`config.mk`:
```
export PLATFORM = sky130hd
export DESIGN_NAME = hostaddr_access_ctrl
export DESIGN_NICKNAME = d
export VERILOG_FILES = /design/src/rtl/hostaddr_pkg.sv /design/src/rtl/hostaddr_rr_arb.sv /design/src/rtl/hostaddr_access_ctrl.sv
export SDC_FILE = /design/constraint.sdc
export NUM_CORES = 1
export LEC_CHECK = 0
export ABC_AREA = 1
export CORE_ASPECT_RATIO = 1.2
export CORE_MARGIN = 2
export CORE_UTILIZATION = 32
export CTS_CLUSTER_SIZE = 20
export DETAILED_ROUTE_END_ITERATION = 10
export GPL_TIMING_DRIVEN = 1
export PLACE_DENSITY = 0.78
export SYNTH_ARGS = -nofsm -noshare
export SYNTH_HDL_FRONTEND = slang
export SYNTH_HIERARCHICAL = 1
export SYNTH_SLANG_ARGS = --single-unit
```
`constraint.sdc`:
```
create_clock -name clk -period 2.6 [get_ports clk]
set_input_delay 0.52 -clock clk [delete_from_list [all_inputs] [get_ports clk]]
set_output_delay 0.52 -clock clk [all_outputs]
set_load 0.01 [all_outputs]
```
`src/rtl/hostaddr_pkg.sv`:
```
// Shared types and sizing helpers for the host-address table access controller.
// Default table sizes apply when defines.vh has not already provided them.
`ifndef HOST_ADDR_WIDTH
`define HOST_ADDR_WIDTH 4
`endif
`ifndef VALUE_DATA_WIDTH
`define VALUE_DATA_WIDTH 12
`endif
`ifndef VALUE_SIZE
`define VALUE_SIZE 4
`endif

package hostaddr_pkg;

  typedef enum logic {
    S_INIT = 1'b0,
    S_RUN  = 1'b1
  } ctrl_state_e;

  localparam int unsigned DEF_NUM_RD          = 4;
  localparam int unsigned DEF_WR_STARVE_LIMIT = 4;

  function automatic int unsigned id_width(input int unsigned n);
    return (n > 1) ? $clog2(n) : 1;
  endfunction

endpackage

```
`src/rtl/hostaddr_rr_arb.sv`:
```
// Round-robin picker: grants the first requester after ptr (wrapping), one-hot plus id.
module hostaddr_rr_arb
  import hostaddr_pkg::*;
#(
  parameter  int unsigned NUM_RD = DEF_NUM_RD,
  localparam int unsigned ID_W   = id_width(NUM_RD)
) (
  input  logic [NUM_RD-1:0] req,
  input  logic [ID_W-1:0]   ptr,
  output logic [NUM_RD-1:0] gnt,
  output logic [ID_W-1:0]   id
);

  logic        found;
  int unsigned idx;

  // NOTE: every output gets a default before the search so no latch is inferred.
  always_comb begin
    gnt   = '0;
    id    = '0;
    found = 1'b0;
    idx   = 0;
    for (int unsigned k = 1; k <= NUM_RD; k++) begin
      idx = (32'(ptr) + k) % NUM_RD;
      if (!found && req[idx]) begin
        found    = 1'b1;
        gnt[idx] = 1'b1;
        id       = ID_W'(idx);
      end
    end
  end

endmodule

```
`src/rtl/hostaddr_access_ctrl.sv`:
```
// Single-port host-address RAM access controller: one host write port, NUM_RD lookup readers.
// Optional power-up clear sweep of the whole table when HOSTADDR_CTRL_INIT_EN is defined.
module hostaddr_access_ctrl
  import hostaddr_pkg::*;
#(
  parameter  int unsigned ADDR_WIDTH      = `HOST_ADDR_WIDTH,
  parameter  int unsigned DATA_WIDTH      = `VALUE_DATA_WIDTH + `VALUE_SIZE,
  parameter  int unsigned NUM_RD          = DEF_NUM_RD,
  parameter  int unsigned WR_STARVE_LIMIT = DEF_WR_STARVE_LIMIT,
  localparam int unsigned ID_W            = id_width(NUM_RD)
) (
  input  logic                         clk,
  input  logic                         reset,
  input  logic                         wr_valid,
  output logic                         wr_ready,
  input  logic [ADDR_WIDTH-1:0]        wr_addr,
  input  logic [DATA_WIDTH-1:0]        wr_data,
  input  logic [NUM_RD-1:0]            rd_valid,
  output logic [NUM_RD-1:0]            rd_ready,
  input  logic [NUM_RD*ADDR_WIDTH-1:0] rd_addr,
  output logic                         rsp_valid,
  output logic [ID_W-1:0]              rsp_id,
  output logic [DATA_WIDTH-1:0]        rsp_data,
  output logic                         ram_we,
  output logic [ADDR_WIDTH-1:0]        ram_addr,
  output logic [DATA_WIDTH-1:0]        ram_data,
  input  logic [DATA_WIDTH-1:0]        ram_q,
  output logic                         busy
);

  localparam int unsigned    CNT_W      = $clog2(WR_STARVE_LIMIT + 1);
  localparam logic [CNT_W-1:0] STARVE_MAX = CNT_W'(WR_STARVE_LIMIT);

  logic                  run;
  logic                  sweeping;
  logic [ADDR_WIDTH-1:0] sweep_addr;

`ifdef HOSTADDR_CTRL_INIT_EN
  ctrl_state_e           state_q, state_d;
  logic [ADDR_WIDTH-1:0] sweep_q, sweep_d;
  logic                  busy_q, busy_d;

  always_comb begin
    state_d = state_q;
    sweep_d = sweep_q;
    busy_d  = busy_q;
    if (state_q == S_INIT) begin
      sweep_d = sweep_q + 1'b1;
      if (&sweep_q) begin
        state_d = S_RUN;
        busy_d  = 1'b0;
      end
    end
  end

  always_ff @(posedge clk or posedge reset) begin
    if (reset) begin
      state_q <= S_INIT;
      sweep_q <= '0;
      busy_q  <= 1'b1;
    end else begin
      state_q <= state_d;
      sweep_q <= sweep_d;
      busy_q  <= busy_d;
    end
  end

  assign run        = (state_q == S_RUN);
  assign sweeping   = (state_q == S_INIT) && !reset;
  assign sweep_addr = sweep_q;
  assign busy       = busy_q;
`else
  assign run        = 1'b1;
  assign sweeping   = 1'b0;
  assign sweep_addr = '0;
  assign busy       = 1'b0;
`endif

  logic                  live;
  logic                  rd_any, rd_pri, wr_fire, rd_fire;
  logic [NUM_RD-1:0]     rd_gnt;
  logic [ID_W-1:0]       rd_id;
  logic [ID_W-1:0]       rr_ptr_q, rr_ptr_d;
  logic [CNT_W-1:0]      starve_q, starve_d;
  logic                  rsp_valid_q, rsp_valid_d;
  logic [ID_W-1:0]       rsp_id_q, rsp_id_d;

  // Nothing is granted while reset is held, even in the build without the init FSM.
  assign live = run && !reset;

  hostaddr_rr_arb #(
    .NUM_RD (NUM_RD)
  ) u_rr_arb (
    .req (rd_valid),
    .ptr (rr_ptr_q),
    .gnt (rd_gnt),
    .id  (rd_id)
  );

  always_comb begin
    rd_any   = |rd_valid;
    rd_pri   = rd_any && (starve_q == STARVE_MAX);
    wr_fire  = live && wr_valid && !rd_pri;
    rd_fire  = live && rd_any && !wr_fire;
    wr_ready = wr_fire;
    rd_ready = rd_fire ? rd_gnt : '0;

    ram_we   = 1'b0;
    ram_addr = '0;
    ram_data = '0;
    if (sweeping) begin
      ram_we   = 1'b1;
      ram_addr = sweep_addr;
    end else if (wr_fire) begin
      ram_we   = 1'b1;
      ram_addr = wr_addr;
      ram_data = wr_data;
    end else if (rd_fire) begin
      ram_addr = rd_addr[32'(rd_id)*ADDR_WIDTH +: ADDR_WIDTH];
    end

    // Counts writes that jumped a waiting read; any read grant or an idle read side clears it.
    starve_d = starve_q;
    if (!rd_any || rd_fire) begin
      starve_d = '0;
    end else if (wr_fire && starve_q != STARVE_MAX) begin
      starve_d = starve_q + 1'b1;
    end

    rr_ptr_d    = rd_fire ? rd_id : rr_ptr_q;
    rsp_valid_d = rd_fire;
    rsp_id_d    = rd_fire ? rd_id : rsp_id_q;
  end

  // NOTE: sequential state uses non-blocking assignments so all flops update together.
  always_ff @(posedge clk or posedge reset) begin
    if (reset) begin
      rr_ptr_q    <= ID_W'(NUM_RD - 1);
      starve_q    <= '0;
      rsp_valid_q <= 1'b0;
      rsp_id_q    <= '0;
    end else begin
      rr_ptr_q    <= rr_ptr_d;
      starve_q    <= starve_d;
      rsp_valid_q <= rsp_valid_d;
      rsp_id_q    <= rsp_id_d;
    end
  end

  assign rsp_valid = rsp_valid_q;
  assign rsp_id    = rsp_id_q;
  assign rsp_data  = ram_q;

endmodule

```
After elaboration in Yosys (flattened, before gate mapping)
Cells that the tools add are included.
{ "totals": {"input_bits": 59, "word_cells": 80, "ff_bits": 8, "out_inout_bits": 46} }
{ "op_classes": {"shift": 1, "n_bitwise": 3, "n_mux": 34, "n_reduce_logical": 23, "eq_ne": 2, "order_cmp": 8, "addsub": 5} }
{ "ops": {"columns": ["op", "n"], "rows": [
  ["4-bit two-way mux", 7],
  ["16-bit two-way mux", 1],
  ["16-bit by 5-bit variable part select with 4-bit output", 1],
  ["1-bit logical AND", 13],
  ["2-bit by 3-bit less-than comparator with 1-bit output, second input constant", 4],
  ["1-bit two-way mux", 12],
  ["4-bit OR", 3],
  ["1-bit binary-select mux with 2-bit select", 4],
  ["1-bit demux with 2-bit select", 4],
  ["2-bit by 1-bit >= comparator with 1-bit output, second input constant", 4],
  ["2-bit two-way mux", 4],
  ["1-bit zero test", 7],
  ["3-bit two-way mux", 2],
  ["2-bit by 1-bit adder with 2-bit output, second input constant", 2],
  ["2-bit adder, second input constant", 2],
  ["4-bit OR reduction", 1],
  ["3-bit by 1-bit adder with 3-bit output, second input constant", 1],
  ["3-bit == test, second input constant", 1],
  ["3-bit inequality test, second input constant", 1],
  ["2-bit nonzero test", 1],
  ["1-bit logical OR", 1]
]} }

Depth between registers and ports, before layout
Gate-level depths: netlist (run 1).
{ "logic_depth": {"word_depth": 16, "ltp_mapped": 16, "ltp_nobuf": 15} }

Cells and area by module
Netlist (run 1), hierarchy kept.
{ "modules_own_cells": {"columns": ["module", "seq_area_each_um2", "instances", "cells_each", "area_per_inst_um2"], "rows": [
  ["hostaddr_access_ctrl", 202.7, 1, 171, 1019.7],
  ["hostaddr_rr_arb", 0.0, 1, 75, 474.2]
]} }

Least setup slack after synthesis (run 1)
Ideal clock, no wire load.
{ "synth_path": {"path_type": "reg-to-output", "from": "register rr_ptr_q[0]", "to": "output ram_addr[0]", "path_slack_ps": -147, "required_time_ps": 2080, "path_stages_with_launch": 17, "path_buffers": 1, "arrival_time_ps": 2227, "cell_sequence": "dfstp_2 inv_2 ha_1 inv_1 nand2_4 nand2_4 clkinv_4 nand2_1 nor2_1 a21oi_2 buf_2 inv_1 nand2_1 nand3_1 nand2_1 nand2_1 nand2_1"} }
{ "synth_between": {"elab_chain_cells": 16, "word_cells_on_any_way": 28, "classes_between": "add/sub: 4; shift: 1; mux: 17; reduce/logical: 6"} }
{ "synth_rtl": {"columns": ["item", "line", "text"], "rows": [
  ["start: declaration", "hostaddr_access_ctrl.sv:83", "logic [ID_W-1:0] rr_ptr_q, rr_ptr_d;"],
  ["start signal: assignment", "hostaddr_access_ctrl.sv:138", "rr_ptr_q <= ID_W'(NUM_RD - 1);"],
  ["start signal: assignment", "hostaddr_access_ctrl.sv:143", "rr_ptr_q <= rr_ptr_d;"],
  ["2-bit by 1-bit adder with 2-bit output", "hostaddr_rr_arb.sv:24", "idx = (32'(ptr) + k) % NUM_RD;"],
  ["1-bit binary-select mux with 2-bit select", "hostaddr_rr_arb.sv:25", "if (!found && req[idx]) begin"],
  ["1-bit two-way mux (implied by the code)", "hostaddr_rr_arb.sv:25", null],
  ["1-bit two-way mux", "hostaddr_rr_arb.sv:25", null],
  ["1-bit zero test", "hostaddr_rr_arb.sv:25", null],
  ["1-bit logical AND", "hostaddr_rr_arb.sv:25", null],
  ["1-bit two-way mux", "hostaddr_rr_arb.sv:25", null],
  ["1-bit zero test", "hostaddr_rr_arb.sv:25", null],
  ["1-bit logical AND", "hostaddr_rr_arb.sv:25", null],
  ["1-bit two-way mux", "hostaddr_rr_arb.sv:25", null],
  ["1-bit zero test", "hostaddr_rr_arb.sv:25", null],
  ["1-bit logical AND", "hostaddr_rr_arb.sv:25", null],
  ["2-bit two-way mux (*)", "hostaddr_rr_arb.sv:25", null],
  ["via rd_id[0]", "hostaddr_access_ctrl.sv:82", "logic [ID_W-1:0] rd_id;"],
  ["16-bit by 5-bit variable part select with 4-bit output (*)", "hostaddr_access_ctrl.sv:119", "ram_addr = rd_addr[32'(rd_id)*ADDR_WIDTH +: ADDR_WIDTH];"],
  ["4-bit two-way mux (*)", "hostaddr_access_ctrl.sv:118", "end else if (rd_fire) begin"],
  ["4-bit two-way mux (*)", "hostaddr_access_ctrl.sv:114", "end else if (wr_fire) begin"],
  ["end: declaration", "hostaddr_access_ctrl.sv:25", "output logic [ADDR_WIDTH-1:0] ram_addr,"]
]} }
The timed path passes the listed nets; every way through them passes the cells marked *. The select of a mux whose other input is x is not followed.

Worst setup path after layout (run 1)
{ "layout_path": {"from": "register rr_ptr_q[0]", "to": "output ram_addr[3]"} }
The elaborated chain is that of the path after synthesis.

==> results of run 1 <==
==> state kept, by name, summed over array words and instances, names as in the netlist <==
name       cells
rsp_valid      1
rr_ptr_q       2
rsp_id         2
starve_q       3
==> critical path: stages (launching register included) <==
cell	delay, ps
dfstp_2	560
inv_4	50
ha_4	260
inv_4	80
nand2_4	50
buf_4	140
a31oi_2	150
nand3_2	160
inv_1	160
nand3_1	100
nand2_1	70
nand2_1	50
nand2_1	60
buf_2	130
==> cell type report <==
| cell class | count | area [um2] |
|---|---|---|
| Tap cell | 58 | 72.57 |
| Fill cell | 433 | 1917 |
| Timing Repair Buffer | 114 | 1021 |
| Clock buffer | 4 | 45.04 |
| Multi-Input combinational cell | 164 | 1056 |
| Inverter | 54 | 212.7 |
| Sequential cell | 8 | 202.7 |
==> cell families after synthesis <==
family,synth area share [%]
AND/OR/NAND/NOR,48.49
buffers and inverters,24.29
AO/OA/AOI/OAI,5.025
adder cells (fa/ha/maj),8.375
flip-flops,13.57
other,0.2510
==> stage by stage <==
stage	setup TNS (ps)	cell area [um2]	hold WS, ps	utilization (%)
after global placement	-4950	2360	462.0	52.13
after global routing	-1341	2610	497.7	57.66
after CTS	-1101	2481	474.7	54.81
final	-688.6	2610	471.6	57.66
after detailed placement	-5487	2360	464.6	52.13
after floorplan	0	1509	333.5	-
==> routing by layer <==
metal / track usage (%) / wire length (um) / vias up
li1: - / - / 915
met1: 19.67 / 1803 / 786
met2: 32.40 / 2470 / 48
met3: 1.133 / 139 / 13
met4: 6.735 / 131 / 0
met5: 0 / 0 / -
==> cell usage after synthesis (5+ instances only) <==
master	count	share of area, %
a21oi_1	5	1.7
buf_4	18	9.0
dfrtp_1	6	10
ha_1	10	8.4
inv_1	48	12
inv_2	5	1.3
nand2_1	61	15
nand2_2	9	3.8
nand3_1	26	8.7
nand3_2	5	3.4
nor2_1	19	4.8
nor2_2	8	3.4
nor2_4	5	3.8
==> where the power goes <==
group          internal (mW)  switching [mW]  total, mW
sequential             0.172          0.0270      0.199
clock                  0.106          0.0494      0.156
combinational           1.07            1.22       2.29
total                   1.35            1.30       2.65
==> what timing repair did <==
| action | 4_1_cts | 5_1_grt |
|---|---|---|
| endpoints found under the setup margin | 26 | 21 |
| pin swaps | 19 | 21 |
| resized for setup | 46 | 45 |
| cloned | 1 | 0 |
| setup buffers | 7 | 7 |
==> layout by cell type, fill, tap and decap left out, drive strengths merged <==
master,synthesis,final
clkbuf,0,6
conb,1,1
nand3,32,32
nand4,3,3
dlygate4sd2,0,10
clkdlybuf4s50,0,44
nand2,74,74
buf,20,49
nor2,32,32
dfstp,2,2
o21ai,1,1
dfrtp,6,6
a21oi,6,6
clkinv,1,1
dlymetal6s2s,0,9
inv,53,53
a31oi,1,1
a21boi,4,4
ha,10,10
==> path summary, 6_finish.rpt <==
check	start	to	slack [ps]	cells after the start
max	rr_ptr_q[0]$_DFFE_PP1P_	ram_addr[3]	-180	13
min	rsp_id[0]$_DFFE_PP0P_	rsp_id[0]$_DFFE_PP0P_	470	2
max reg2reg	rr_ptr_q[0]$_DFFE_PP1P_	rsp_id[0]$_DFFE_PP0P_	420	14
min reg2reg	rsp_id[0]$_DFFE_PP0P_	rsp_id[0]$_DFFE_PP0P_	470	2
max in group asynchronous	reset	rr_ptr_q[1]$_DFFE_PP1P_	1710	3
min in group asynchronous	reset	rsp_valid$_DFF_PP0_	670	3
==> results.cfg, run 1 <==
[outcome]
status = finished, violations left
violations = negative setup slack

[sta]
slew_violations = 0
rsz0062_at_grt = true
min_period_ps = 2777
period_share_pct = 106.8
finalClockSkew_ps = 0.8295
setup_ws_ps = -177.4
setup_viol = 4
max_freq_mhz = 360.1
hold_viol = 0

[logic_synthesis]
ys_types = 25
synth_area_um2 = 1494
syn_avg_cell_area_um2 = 6.073
synth_edf_count = 0
yosysSeqAreaShare_pct = 13.57
synth_ff_type = dfrtp_1
yosys_register_bits = 8
yosysWarnings = 6
syn_inst = 246
synth.net_count = 315
async_reset_ff_share_pct = 100.0

[place]
place.port_buffers = 71
place.gp.congestion = 0.8862
place_hpwl_um = 3594
place_ws_ps = -619.7
placed_cells = 385

[routing]
drt_iter0_drc = 71
dr.pass1.iters = 4
ant_nets = 0
post_drt_wl_per_cell_um = 11.30
vias_per_cell = 4.383
wl_um = 4544
vias = 1762
drc = 0

[grt]
grt_pass1_vias = 1736
grtUsageTotal_pct = 17.22
grt_max_degree = 18
grt_pass1_wl_um = 7251
overflow = 0
antenna_found_initial = 0

[critical_path]
required_ps = 2080
cp-start-kind = flop
critPathKind = reg2out
critPathCaptureType = primary output
crit_arrival_ps = 2260
worstPathMaxFanout = 5

[cts]
cts_sinks = 8
cts_buffers = 3
root_buffer = clkbuf_8
hold_buffers = 0
clock_latency_ps = 230
clockBufferDepth = 2
htreeDepth = 1
path_clk_slew_ps = 40
cts_tree = done

[floorplan]
die_h_um = 78.85
design.core.area_um2 = 4527
dieArea_um2 = 5234
start_util_pct = 33.00
fp.dieW_um = 66.38
io_pins = 105
num_rows = 27

[hold_path]
hp-class = reg2reg

[run]
maxCapViolCount = 0

[final_layout]
fin_cells = 402
nNetsFinal = 414
n_antenna_cell = 0
areaGrowthSynthToFinish_pct = 74.71
layout-drive-gt1-share_pct = 36.92

[power_and_ir_drop]
leakagePower_nw = 1.541
power_density_nw_per_um2 = 1013
total_power_mw = 2.645
ir_drop_mv = 0.5620
No activity file was read; power rests on OpenSTA's default activity.
==> run 2: changes to the inputs <==
--- a/config.mk
+++ b/config.mk
@@ -12,7 +12,7 @@
 export CTS_CLUSTER_SIZE = 20
 export DETAILED_ROUTE_END_ITERATION = 10
 export GPL_TIMING_DRIVEN = 1
-export PLACE_DENSITY = 0.78
+export PLACE_DENSITY_LB_ADDON = 0.1
 export SYNTH_ARGS = -nofsm -noshare
 export SYNTH_HDL_FRONTEND = slang
 export SYNTH_HIERARCHICAL = 1
==> results.cfg, run 2 (same netlist as run 1, synthesis figures left out) <==
[place]
place.gp.congestion = 0.7752
place_hpwl_um = 3208
place.port_buffers = 71
placed_area_um2 = 2322

[floorplan]
design.core.area_um2 = 4527
dieArea_um2 = 5234
fp.dieW_um = 66.38
die_h_um = 78.85
io_pins = 105
num_rows = 27
start_util_pct = 33.00

[final_layout]
layout_commonest_cell = nand2_1
finalInstanceArea_um2 = 2504
largest_register_ff_count = 3
layout-drive-gt1-share_pct = 31.53
n_antenna_cell = 0
areaGrowthSynthToFinish_pct = 67.59
max_flop_register = starve_q
mostFrequentLayoutCells = 57 x nand2_1, 50 x clkdlybuf4s50_1, 43 x inv_1
nFillCells = 480
nNetsFinal = 403

[routing]
wl_um = 3958
vias_per_cell = 4.320
vias = 1689
post_drt_wl_per_cell_um = 10.12
drc = 0
drt_iter0_drc = 17
dr.pass1.iters = 2
ant_nets = 0

[sta]
slew_violations = 0
hold_viol = 0
period_share_pct = 104.7
rsz0062_at_grt = true
finalClockSkew_ps = 3.286
setup_ws_ps = -123.3
max_freq_mhz = 367.2
finalSetupTns_ps = -436.6
min_period_ps = 2723
setup_viol = 4

[cts]
root_buffer = clkbuf_8
cts_buffers = 3
cts_tree = done
path_clk_slew_ps = 40
cts_sinks = 8
htreeDepth = 1
clock_latency_ps = 230
hold_buffers = 0
clockBufferDepth = 2

[power_and_ir_drop]
total_power_mw = 2.509
leakagePower_nw = 1.407
power_density_nw_per_um2 = 1002
ir_drop_mv = 0.6104

[critical_path]
critPathKind = reg2out
critPathCaptureType = primary output
worstPathMaxFanout = 5
crit_arrival_ps = 2200
cp-start-kind = flop
required_ps = 2080
reg2reg_slack_ps = 570

[outcome]
violations = negative setup slack
status = finished, violations left

[hold_path]
hp-class = reg2reg

[run]
maxCapViolCount = 0

[grt]
grt_max_degree = 18
overflow = 0
antenna_found_initial = 0
grt_pass1_wl_um = 6851
grtUsageTotal_pct = 16.01
grt_pass1_vias = 1715
run 2: cell count changes in the layout (fill, tap and decap cells not counted), sizes merged:
cell,before,now
buf,49,38
clkdlybuf4s50,44,50
dlygate4sd2,10,9
dlymetal6s2s,9,4
run 2: cell type report:
type / instances / area [um2] / share of cell area (%)
Multi-Input combinational cell: 164 / 1042 / 41.63
Inverter: 54 / 212.7 / 8.496
Clock buffer: 4 / 45.04 / 1.799
Tap cell: 58 / 72.57 / 2.899
Timing Repair Buffer: 103 / 928.4 / 37.08
Sequential cell: 8 / 202.7 / 8.096
run 2: final timing paths:
| path | startpoint | end | cells past startpoint |
|---|---|---|---|
| setup / recovery | rr_ptr_q[0]$_DFFE_PP1P_ | ram_addr[2] | 15 |
| hold / removal | rsp_id[1]$_DFFE_PP0P_ | rsp_id[1]$_DFFE_PP0P_ | 2 |
| setup reg to reg | rr_ptr_q[0]$_DFFE_PP1P_ | rsp_id[0]$_DFFE_PP0P_ | 14 |
| hold reg to reg | rsp_id[1]$_DFFE_PP0P_ | rsp_id[1]$_DFFE_PP0P_ | 2 |
| max in group asynchronous | reset | rr_ptr_q[0]$_DFFE_PP1P_ | 3 |
| min in group asynchronous | reset | starve_q[2]$_DFFE_PP0P_ | 3 |
run 2: through the flow:
| stage | util (%) | setup WS (ps) | std cells | hold WS [ps] |
|---|---|---|---|---|
| finish | 55.31 | -123.3 | 391 | 473.5 |
| floorplan | - | 0.4594 | 246 | 333.5 |
| detailed placement | 51.30 | -635.9 | 380 | 469.3 |
| CTS | 53.15 | -194.8 | 390 | 480.9 |
| global placement | 51.30 | -686.8 | 380 | 463.6 |
| global route | 55.31 | -266.7 | 391 | 517.7 |
run 2: per-layer routing:
metal / share of wire, % / global-route usage [%] / wire (um)
met5: 0 / 0 / 0
met4: 0.43 / 2.857 / 17
met3: 4.1 / 2.550 / 163
met2: 57 / 32.30 / 2247
met1: 39 / 16.94 / 1530
run 2: repair_timing:
| item | in CTS | in global routing |
|---|---|---|
| buffers inserted | 5 | 2 |
| endpoints found under the setup margin | 26 | 21 |
| resized for setup | 40 | 40 |
| gates cloned | 1 | 0 |
| pin swaps | 14 | 16 |
run 2: where the power goes:
| part | internal, mW | leakage [nW] | switching, mW | total (mW) |
|---|---|---|---|---|
| Sequential | 0.172 | 0.0985 | 0.0263 | 0.198 |
| Combinational | 1.01 | 1.29 | 1.14 | 2.15 |
| Clock | 0.106 | 0.0228 | 0.0512 | 0.158 |
run 2: critical path, stage by stage, from the launching register on:
cell,delay [ps]
dfstp_2,550
inv_4,50
ha_4,290
nand3_4,80
nand2_4,100
clkinv_4,60
nand2_2,60
nor2_2,50
a21oi_4,170
buf_6,140
nand2_1,50
nand3_1,80
nand2_1,60
nand2_1,60
nand2_1,40
buf_2,130
